**src/rtl/serv_decode_pkg.sv**
```systemverilog
// serv_decode_pkg: shared opcode, CSR and immediate-format definitions
// for the SERV instruction decoder.
package serv_decode_pkg;

  localparam logic [4:0] OPC_LOAD   = 5'b00000;
  localparam logic [4:0] OPC_OPIMM  = 5'b00100;
  localparam logic [4:0] OPC_AUIPC  = 5'b00101;
  localparam logic [4:0] OPC_STORE  = 5'b01000;
  localparam logic [4:0] OPC_OP     = 5'b01100;
  localparam logic [4:0] OPC_LUI    = 5'b01101;
  localparam logic [4:0] OPC_BRANCH = 5'b11000;
  localparam logic [4:0] OPC_JALR   = 5'b11001;
  localparam logic [4:0] OPC_JAL    = 5'b11011;
  localparam logic [4:0] OPC_SYSTEM = 5'b11100;

  localparam logic [11:0] CSR_MSTATUS  = 12'h300;
  localparam logic [11:0] CSR_MIE      = 12'h304;
  localparam logic [11:0] CSR_MTVEC    = 12'h305;
  localparam logic [11:0] CSR_MSCRATCH = 12'h340;
  localparam logic [11:0] CSR_MEPC     = 12'h341;
  localparam logic [11:0] CSR_MCAUSE   = 12'h342;
  localparam logic [11:0] CSR_MTVAL    = 12'h343;

  localparam logic [1:0] CSEL_MSCRATCH = 2'b00;
  localparam logic [1:0] CSEL_MTVEC    = 2'b01;
  localparam logic [1:0] CSEL_MEPC     = 2'b10;
  localparam logic [1:0] CSEL_MTVAL    = 2'b11;

  typedef enum logic [3:0] {
    IMM_NONE = 4'd0,
    IMM_I    = 4'd1,
    IMM_S    = 4'd2,
    IMM_B    = 4'd3,
    IMM_U    = 4'd4,
    IMM_J    = 4'd5
  } imm_fmt_e;

  // Stored instruction fields; imm holds word bits [31:20]
  typedef struct packed {
    logic [4:0]  opcode;
    logic [2:0]  funct3;
    logic [11:0] imm;
  } fields_t;

  // Which instruction slices feed the immediate:
  // [3]=31:25 [2]=24:20 [1]=19:12 [0]=11:7
  function automatic logic [3:0] imm_en_of(input imm_fmt_e f);
    logic [3:0] en;
    en = 4'b0000;
    unique case (f)
      IMM_I:        en = 4'b1100;
      IMM_S, IMM_B: en = 4'b1001;
      IMM_U, IMM_J: en = 4'b1110;
      default:      en = 4'b0000;
    endcase
    return en;
  endfunction

endpackage

```
**src/rtl/serv_decode.sv**
```systemverilog
// serv_decode: RV32I(+M) decoder for the bit-serial SERV core.
// Fields are optionally registered, then decoded combinationally.
module serv_decode
  import serv_decode_pkg::*;
#(
  parameter int PRE_REGISTER = 1,
  parameter int MDU          = 0
) (
  input  logic        clk,
  input  logic        i_rst,
  input  logic [31:2] i_wb_rdt,
  input  logic        i_wb_en,
  output logic        o_sh_right,
  output logic        o_bne_or_bge,
  output logic        o_cond_branch,
  output logic        o_e_op,
  output logic        o_ebreak,
  output logic        o_branch_op,
  output logic        o_shift_op,
  output logic        o_slt_or_branch,
  output logic        o_rd_op,
  output logic        o_two_stage_op,
  output logic        o_dbus_en,
  output logic        o_mdu_op,
  output logic [2:0]  o_ext_funct3,
  output logic        o_bufreg_rs1_en,
  output logic        o_bufreg_imm_en,
  output logic        o_bufreg_clr_lsb,
  output logic        o_bufreg_sh_signed,
  output logic        o_ctrl_jal_or_jalr,
  output logic        o_ctrl_utype,
  output logic        o_ctrl_pc_rel,
  output logic        o_ctrl_mret,
  output logic        o_alu_sub,
  output logic [1:0]  o_alu_bool_op,
  output logic        o_alu_cmp_eq,
  output logic        o_alu_cmp_sig,
  output logic [2:0]  o_alu_rd_sel,
  output logic        o_mem_signed,
  output logic        o_mem_word,
  output logic        o_mem_half,
  output logic        o_mem_cmd,
  output logic        o_csr_en,
  output logic [1:0]  o_csr_addr,
  output logic        o_csr_mstatus_en,
  output logic        o_csr_mie_en,
  output logic        o_csr_mcause_en,
  output logic [1:0]  o_csr_source,
  output logic        o_csr_d_sel,
  output logic        o_csr_imm_en,
  output logic        o_mtval_pc,
  output logic [3:0]  o_immdec_ctrl,
  output logic [3:0]  o_immdec_en,
  output logic        o_op_b_source,
  output logic        o_rd_mem_en,
  output logic        o_rd_csr_en,
  output logic        o_rd_alu_en,
  output logic [2:0]  funct3_out,
  output logic [4:0]  opcode_out,
  output logic        csr_op_out,
  output logic        csr_valid_out
);

  fields_t fld_new;
  fields_t fld;

  logic unused_rdt;
  assign unused_rdt = ^{i_wb_rdt[19:15], i_wb_rdt[11:7]};

  // Slice the raw word into the fields the decoder needs
  always_comb begin
    fld_new        = '0;
    fld_new.opcode = i_wb_rdt[6:2];
    fld_new.funct3 = i_wb_rdt[14:12];
    fld_new.imm    = i_wb_rdt[31:20];
  end

  if (PRE_REGISTER != 0) begin : g_reg
    fields_t fld_d;
    fields_t fld_q;

    // Load fields on a valid strobe, otherwise hold
    always_comb begin
      fld_d = fld_q;
      if (i_wb_en) fld_d = fld_new;
    end

    // Field register; reset forces an all-zero (LOAD) decode
    always_ff @(posedge clk or posedge i_rst) begin
      if (i_rst) fld_q <= '0;
      else       fld_q <= fld_d;
    end

    assign fld = fld_q;
  end else begin : g_comb
    logic unused_ctl;
    assign unused_ctl = ^{clk, i_rst, i_wb_en};
    assign fld = fld_new;
  end

  logic [4:0]  opc;
  logic [2:0]  f3;
  logic [11:0] ca;
  logic        is_ld, is_st, is_op, is_opi, is_br;
  logic        is_jal, is_jalr, is_lui, is_auipc, is_sys;
  logic        branch, alu_op, mdu_op, csr_op, f3_zero;
  logic        shift_op, slt_op, csr_hit;
  logic        hit_mstatus, hit_mie, hit_mcause;
  imm_fmt_e    fmt;

  assign opc = fld.opcode;
  assign f3  = fld.funct3;
  assign ca  = fld.imm;

  // Opcode class, CSR address match and immediate format
  always_comb begin
    is_ld    = opc == OPC_LOAD;
    is_st    = opc == OPC_STORE;
    is_op    = opc == OPC_OP;
    is_opi   = opc == OPC_OPIMM;
    is_br    = opc == OPC_BRANCH;
    is_jal   = opc == OPC_JAL;
    is_jalr  = opc == OPC_JALR;
    is_lui   = opc == OPC_LUI;
    is_auipc = opc == OPC_AUIPC;
    is_sys   = opc == OPC_SYSTEM;
    f3_zero  = f3 == 3'b000;
    branch   = opc[4] & ~opc[2];
    alu_op   = is_op | is_opi;
    mdu_op   = (MDU != 0) & is_op & ca[5];
    csr_op   = is_sys & ~f3_zero;
    shift_op = alu_op & (f3[1:0] == 2'b01) & ~mdu_op;
    slt_op   = alu_op & (f3[2:1] == 2'b01) & ~mdu_op;

    csr_hit     = 1'b0;
    hit_mstatus = 1'b0;
    hit_mie     = 1'b0;
    hit_mcause  = 1'b0;
    o_csr_addr  = CSEL_MSCRATCH;
    unique case (ca)
      CSR_MSTATUS:  begin csr_hit = 1'b1; hit_mstatus = 1'b1; end
      CSR_MIE:      begin csr_hit = 1'b1; hit_mie = 1'b1; end
      CSR_MCAUSE:   begin csr_hit = 1'b1; hit_mcause = 1'b1; end
      CSR_MSCRATCH: csr_hit = 1'b1;
      CSR_MTVEC:    begin csr_hit = 1'b1; o_csr_addr = CSEL_MTVEC; end
      CSR_MEPC:     begin csr_hit = 1'b1; o_csr_addr = CSEL_MEPC; end
      CSR_MTVAL:    begin csr_hit = 1'b1; o_csr_addr = CSEL_MTVAL; end
      default:      csr_hit = 1'b0;
    endcase

    fmt = IMM_NONE;
    unique case (1'b1)
      is_ld | is_opi | is_jalr: fmt = IMM_I;
      is_st:                    fmt = IMM_S;
      is_br:                    fmt = IMM_B;
      is_lui | is_auipc:        fmt = IMM_U;
      is_jal:                   fmt = IMM_J;
      default:                  fmt = IMM_NONE;
    endcase
  end

  // Control strobes for the serial datapath
  always_comb begin
    o_branch_op        = branch;
    o_cond_branch      = branch & ~opc[0];
    o_ctrl_jal_or_jalr = opc[4] & opc[0];
    o_ctrl_utype       = ~opc[4] & opc[2] & opc[0];
    o_ctrl_pc_rel      = is_auipc | is_jal | is_br;
    o_mtval_pc         = opc[4];

    o_e_op      = is_sys & f3_zero & ~ca[1];
    o_ebreak    = ca[0];
    o_ctrl_mret = is_sys & f3_zero & ca[1];
    o_csr_en    = csr_op;
    csr_op_out  = csr_op;

    csr_valid_out    = csr_op & csr_hit;
    o_csr_mstatus_en = csr_op & hit_mstatus;
    o_csr_mie_en     = csr_op & hit_mie;
    o_csr_mcause_en  = csr_op & hit_mcause;
    o_csr_source     = f3[1:0];
    o_csr_imm_en     = f3[2];
    o_csr_d_sel      = f3[2];

    o_dbus_en    = ~opc[4] & ~opc[2];
    o_mem_cmd    = opc[3];
    o_mem_signed = ~f3[2];
    o_mem_word   = f3[1];
    o_mem_half   = f3[0];

    o_alu_sub     = f3[1] | f3[0] | (opc[3] & ca[10]) | branch;
    o_alu_bool_op = f3[1:0];
    o_alu_cmp_eq  = f3[2:1] == 2'b00;
    o_alu_cmp_sig = ~((f3[0] & f3[1]) | (f3[1] & f3[2]));
    o_alu_rd_sel  = {f3[2], f3[2:1] == 2'b01, f3_zero};

    o_shift_op         = shift_op;
    o_sh_right         = f3[2];
    o_bufreg_sh_signed = ca[10];
    o_bne_or_bge       = f3[0];
    o_slt_or_branch    = branch | slt_op;
    o_op_b_source      = opc[3];

    o_mdu_op     = mdu_op;
    o_ext_funct3 = mdu_op ? f3 : 3'b000;

    o_two_stage_op = branch | (~opc[4] & ~opc[2])
                   | shift_op | slt_op | mdu_op;

    o_rd_op     = ~(is_st | is_br | (is_sys & f3_zero));
    o_rd_mem_en = is_ld;
    o_rd_csr_en = csr_op;
    o_rd_alu_en = alu_op & ~mdu_op;

    o_bufreg_rs1_en  = is_ld | is_st | alu_op | is_jalr | is_br;
    o_bufreg_imm_en  = is_ld | is_st | is_jal | is_jalr | is_br;
    o_bufreg_clr_lsb = is_jalr;

    o_immdec_ctrl = fmt;
    o_immdec_en   = imm_en_of(fmt);

    funct3_out = f3;
    opcode_out = opc;
  end

endmodule

```
**config.mk**
```make
export PLATFORM = sky130hd
export DESIGN_NAME = serv_decode
export DESIGN_NICKNAME = d
export VERILOG_FILES = /design/src/rtl/serv_decode_pkg.sv /design/src/rtl/serv_decode.sv
export SDC_FILE = /design/constraint.sdc
export NUM_CORES = 1
export LEC_CHECK = 0
export ABC_AREA = 0
export BUFFER_PORTS_ARGS = -buffer_cell sky130_fd_sc_hd__buf_2
export CELL_PAD_IN_SITES_DETAIL_PLACEMENT = 1
export CELL_PAD_IN_SITES_GLOBAL_PLACEMENT = 1
export CORE_ASPECT_RATIO = 0.75
export CORE_UTILIZATION = 27
export CTS_CLUSTER_DIAMETER = 120
export DETAILED_ROUTE_END_ITERATION = 12
export PLACE_DENSITY = 0.86
export SLEW_MARGIN = 25
export SYNTH_ARGS = -nofsm -noshare
export SYNTH_HDL_FRONTEND = slang
export SYNTH_SLANG_ARGS = --single-unit
```
**constraint.sdc**
```tcl
create_clock -name clk -period 1.8 [get_ports clk]
set_input_delay 0.18 -clock clk [delete_from_list [all_inputs] [get_ports clk]]
set_output_delay 0.18 -clock clk [all_outputs]
set_load 0.02 [all_outputs]
```
==> flow_summary.json <==
{
  "synthCells": 156,
  "grt_max_degree": 27,
  "dp_hpwl_mm": 3.10,
  "yosysTopAreaCell": "dfrtp_1",
  "worst-endpoint-arrival_ns": 1.73,
  "cts_buffers": 3,
  "ir_drop_mv": 0.387,
  "core_area_mm2": 0.00462,
  "fmax_mhz": 522,
  "die_w_um": 83.5,
  "nets": 268,
  "p_per_area_mw_per_mm2": 804,
  "ant_nets": 0,
  "gp_congestion": 0.787,
  "layoutNonFillerInstCount": 291,
  "rows": 21,
  "drt-total-wl_mm": 4.13,
  "finalClockSkew_ns": 0,
  "slew_violations": 0,
  "hold_path.class": "in -> async",
  "portBuffers": 85,
  "setup_viol": 4,
  "worst_setup_path_start_kind": "register",
  "synth.distinct_cells": 31,
  "setup.worst_path.end_class": "primary output",
  "n_antenna_cell": 0,
  "antenna_found_initial": 0,
  "ys_seq_elements": 20,
  "synth_top_area_share": 0.372,
  "drt_first_pass_iters": 4,
  "drc": 0,
  "tightest_slew_ns": 0.779,
  "area_growth_syn_to_layout_pct": 43.4,
  "stdcell_area_mm2": 0.00193,
  "grtUsageTotal": 0.151,
  "grt_pass1_wl_mm": 6.44,
  "final_util": 0.417,
  "clkSlewWorstSetupHoldPaths_ns": 0.08,
  "via_count": 1366,
  "ff2ff_setup_slack_ns": 0.81,
  "maxSlewHeadroom": 0.480,
  "yosysSeqAreaShare": 0.372,
  "grt_pass1_vias": 1262,
  "io-pin-count": 101,
  "dpl.cell_count": 281,
  "cts_num_sinks": 20,
  "clock_tree.root_cell": "clkbuf_8",
  "initial_core_util": 0.291,
  "drtIter0Drc": 25,
  "r2r-end": "ca[11]",
  "hold_viol_final": 0,
  "layout_common_cells": "80 x buf_2, 19 x buf_4, 18 x dfrtp_1, 15 x nand2_1, 14 x mux2_2",
  "viasPerCell": 4.69,
  "placed_cell_area_mm2": 0.00171,
  "p_leak_nw": 0.994,
  "rr_startpoint": "ca[11]",
  "rsz0062_at_grt": "yes",
  "drv_cap": 0,
  "synthTopCellsByArea": "dfrtp_1 37%, buf_4 12%, mux2_2 12%",
  "min_period_over_period": 1.06,
  "yosysWarnings": 0,
  "cts_tree": "done",
  "dieHeight_um": 63.1,
  "syn_area_mm2": 0.00135,
  "worstSkewPairLatency_ns": 0.26,
  "post_drt_wl_per_cell_um": 14.2,
  "fin_crit_ns": 1.91,
  "layout_setup_ws_ns": -0.114,
  "status": "complete, but fails checks",
  "die-area_mm2": 0.00527,
  "grt_overflow": 0,
  "required_ns": 1.62,
  "path_class": "reg -> out",
  "cts_max_path_buffers": 2,
  "hold_buffers": 0,
  "violations": "setup timing",
  "reg2reg_depth": 3,
  "drive_gt1_frac": 0.590,
  "synth_area_per_cell_um2": 8.62,
  "path_max_fanout": 4,
  "cts.htree.levels": 1,
  "final_common_cell": "buf_2"
}
## critical path, cell delays in order, from the launching register on
cell and delay [ns]:
dfrtp_1 0.41, or4_4 0.59, nor4_1 0.27, buf_2 0.21
## registers in the layout, indices dropped and copies added (netlist names)
signal      count
funct3_out      3
opcode_out      5
ca             12
## layer usage
layer  up-vias  share of wire  track usage
met5         -              0            0
met4         0         0.0039       0.0212
met3         2          0.054       0.0315
met2        46           0.49        0.256
met1       652           0.45        0.202
li1        666              -            -
## area by class of cell
class | instances | area, um2
repair buffers | 99 | 543
clock inverters | 1 | 30.0
flip-flops and latches | 20 | 503
well taps | 57 | 71.3
clock buffers | 3 | 41.3
fillers | 582 | 2700
multi-input cells | 101 | 699
inverters | 10 | 41.3
## repair_timing
| action | CTS | global route |
|---|---|---|
| resized for setup | 1 | 26 |
| buffers inserted | 2 | 4 |
| cloned | 0 | 0 |
| pin swaps | 2 | 2 |
| setup endpoints to repair | 6 | 24 |
## cells by family (layout without fill, tap and decap cells)
family / after synthesis / in the layout / synth area share
flip-flops: 20 / 20 / 0.372
other: 1 / 5 / 0.00279
AO/OA/AOI/OAI: 24 / 24 / 0.101
AND/OR/NAND/NOR: 58 / 58 / 0.228
buffers and inverters: 39 / 113 / 0.179
multiplexers: 14 / 14 / 0.117
## through the flow
stage | hold slack (ns) | setup WS [ns] | setup TNS, ns | power [mW]
final | 0.0466 | -0.114 | -0.241 | 1.55
after global routing | 0.107 | -0.246 | -1.01 | 1.64
after CTS | 0.0787 | -0.0963 | -0.217 | 1.52
after detailed placement | 0.363 | 0.187 | 0 | 1.06
after global placement | 0.340 | 0.218 | 0 | 1.04
after floorplan | 0.144 | -0.105 | -0.211 | 0.920
## worst max-delay path by stage
stage,startpoint,end,slack [ns],depth (start not counted)
finish,ca[3],o_csr_mie_en,-0.11,3
global route,ca[11],o_csr_mcause_en,-0.25,5
CTS,ca[3],o_csr_mcause_en,-0.1,3
detailed placement,ca[10],o_csr_mcause_en,0.19,5
global placement,ca[10],o_csr_mcause_en,0.22,5
floorplan,opcode_out[1],o_csr_mcause_en,-0.11,4
## power by group
| part | switching (mW) | total (mW) | internal, mW |
|---|---|---|---|
| logic | 0.343 | 0.554 | 0.210 |
| clock network | 0.158 | 0.455 | 0.297 |
| registers | 0.0493 | 0.543 | 0.493 |
## Yosys cell counts
library cell  number
clkbuf_1           3
and4b_1            1
o21ai_0           12
or2_2              1
buf_4             22
mux2_2            14
a211oi_1           1
nand4_1            1
nand2_1           15
nor3_1             6
nor3b_1            4
inv_1             10
or3_1              1
nor4b_1            1
buf_6              1
dfrtp_1           20
nor4bb_1           1
conb_1             1
a21oi_1            7
or4_4              1
and3b_1            1
nor2b_1            2
nor2_1            12
o221a_2            1
and3_1             2
nand3_1            3
o31ai_1            3
buf_2              3
and2_1             1
nor4_1             4
nand2b_1           1
No activity file was read; power rests on OpenSTA's default activity.
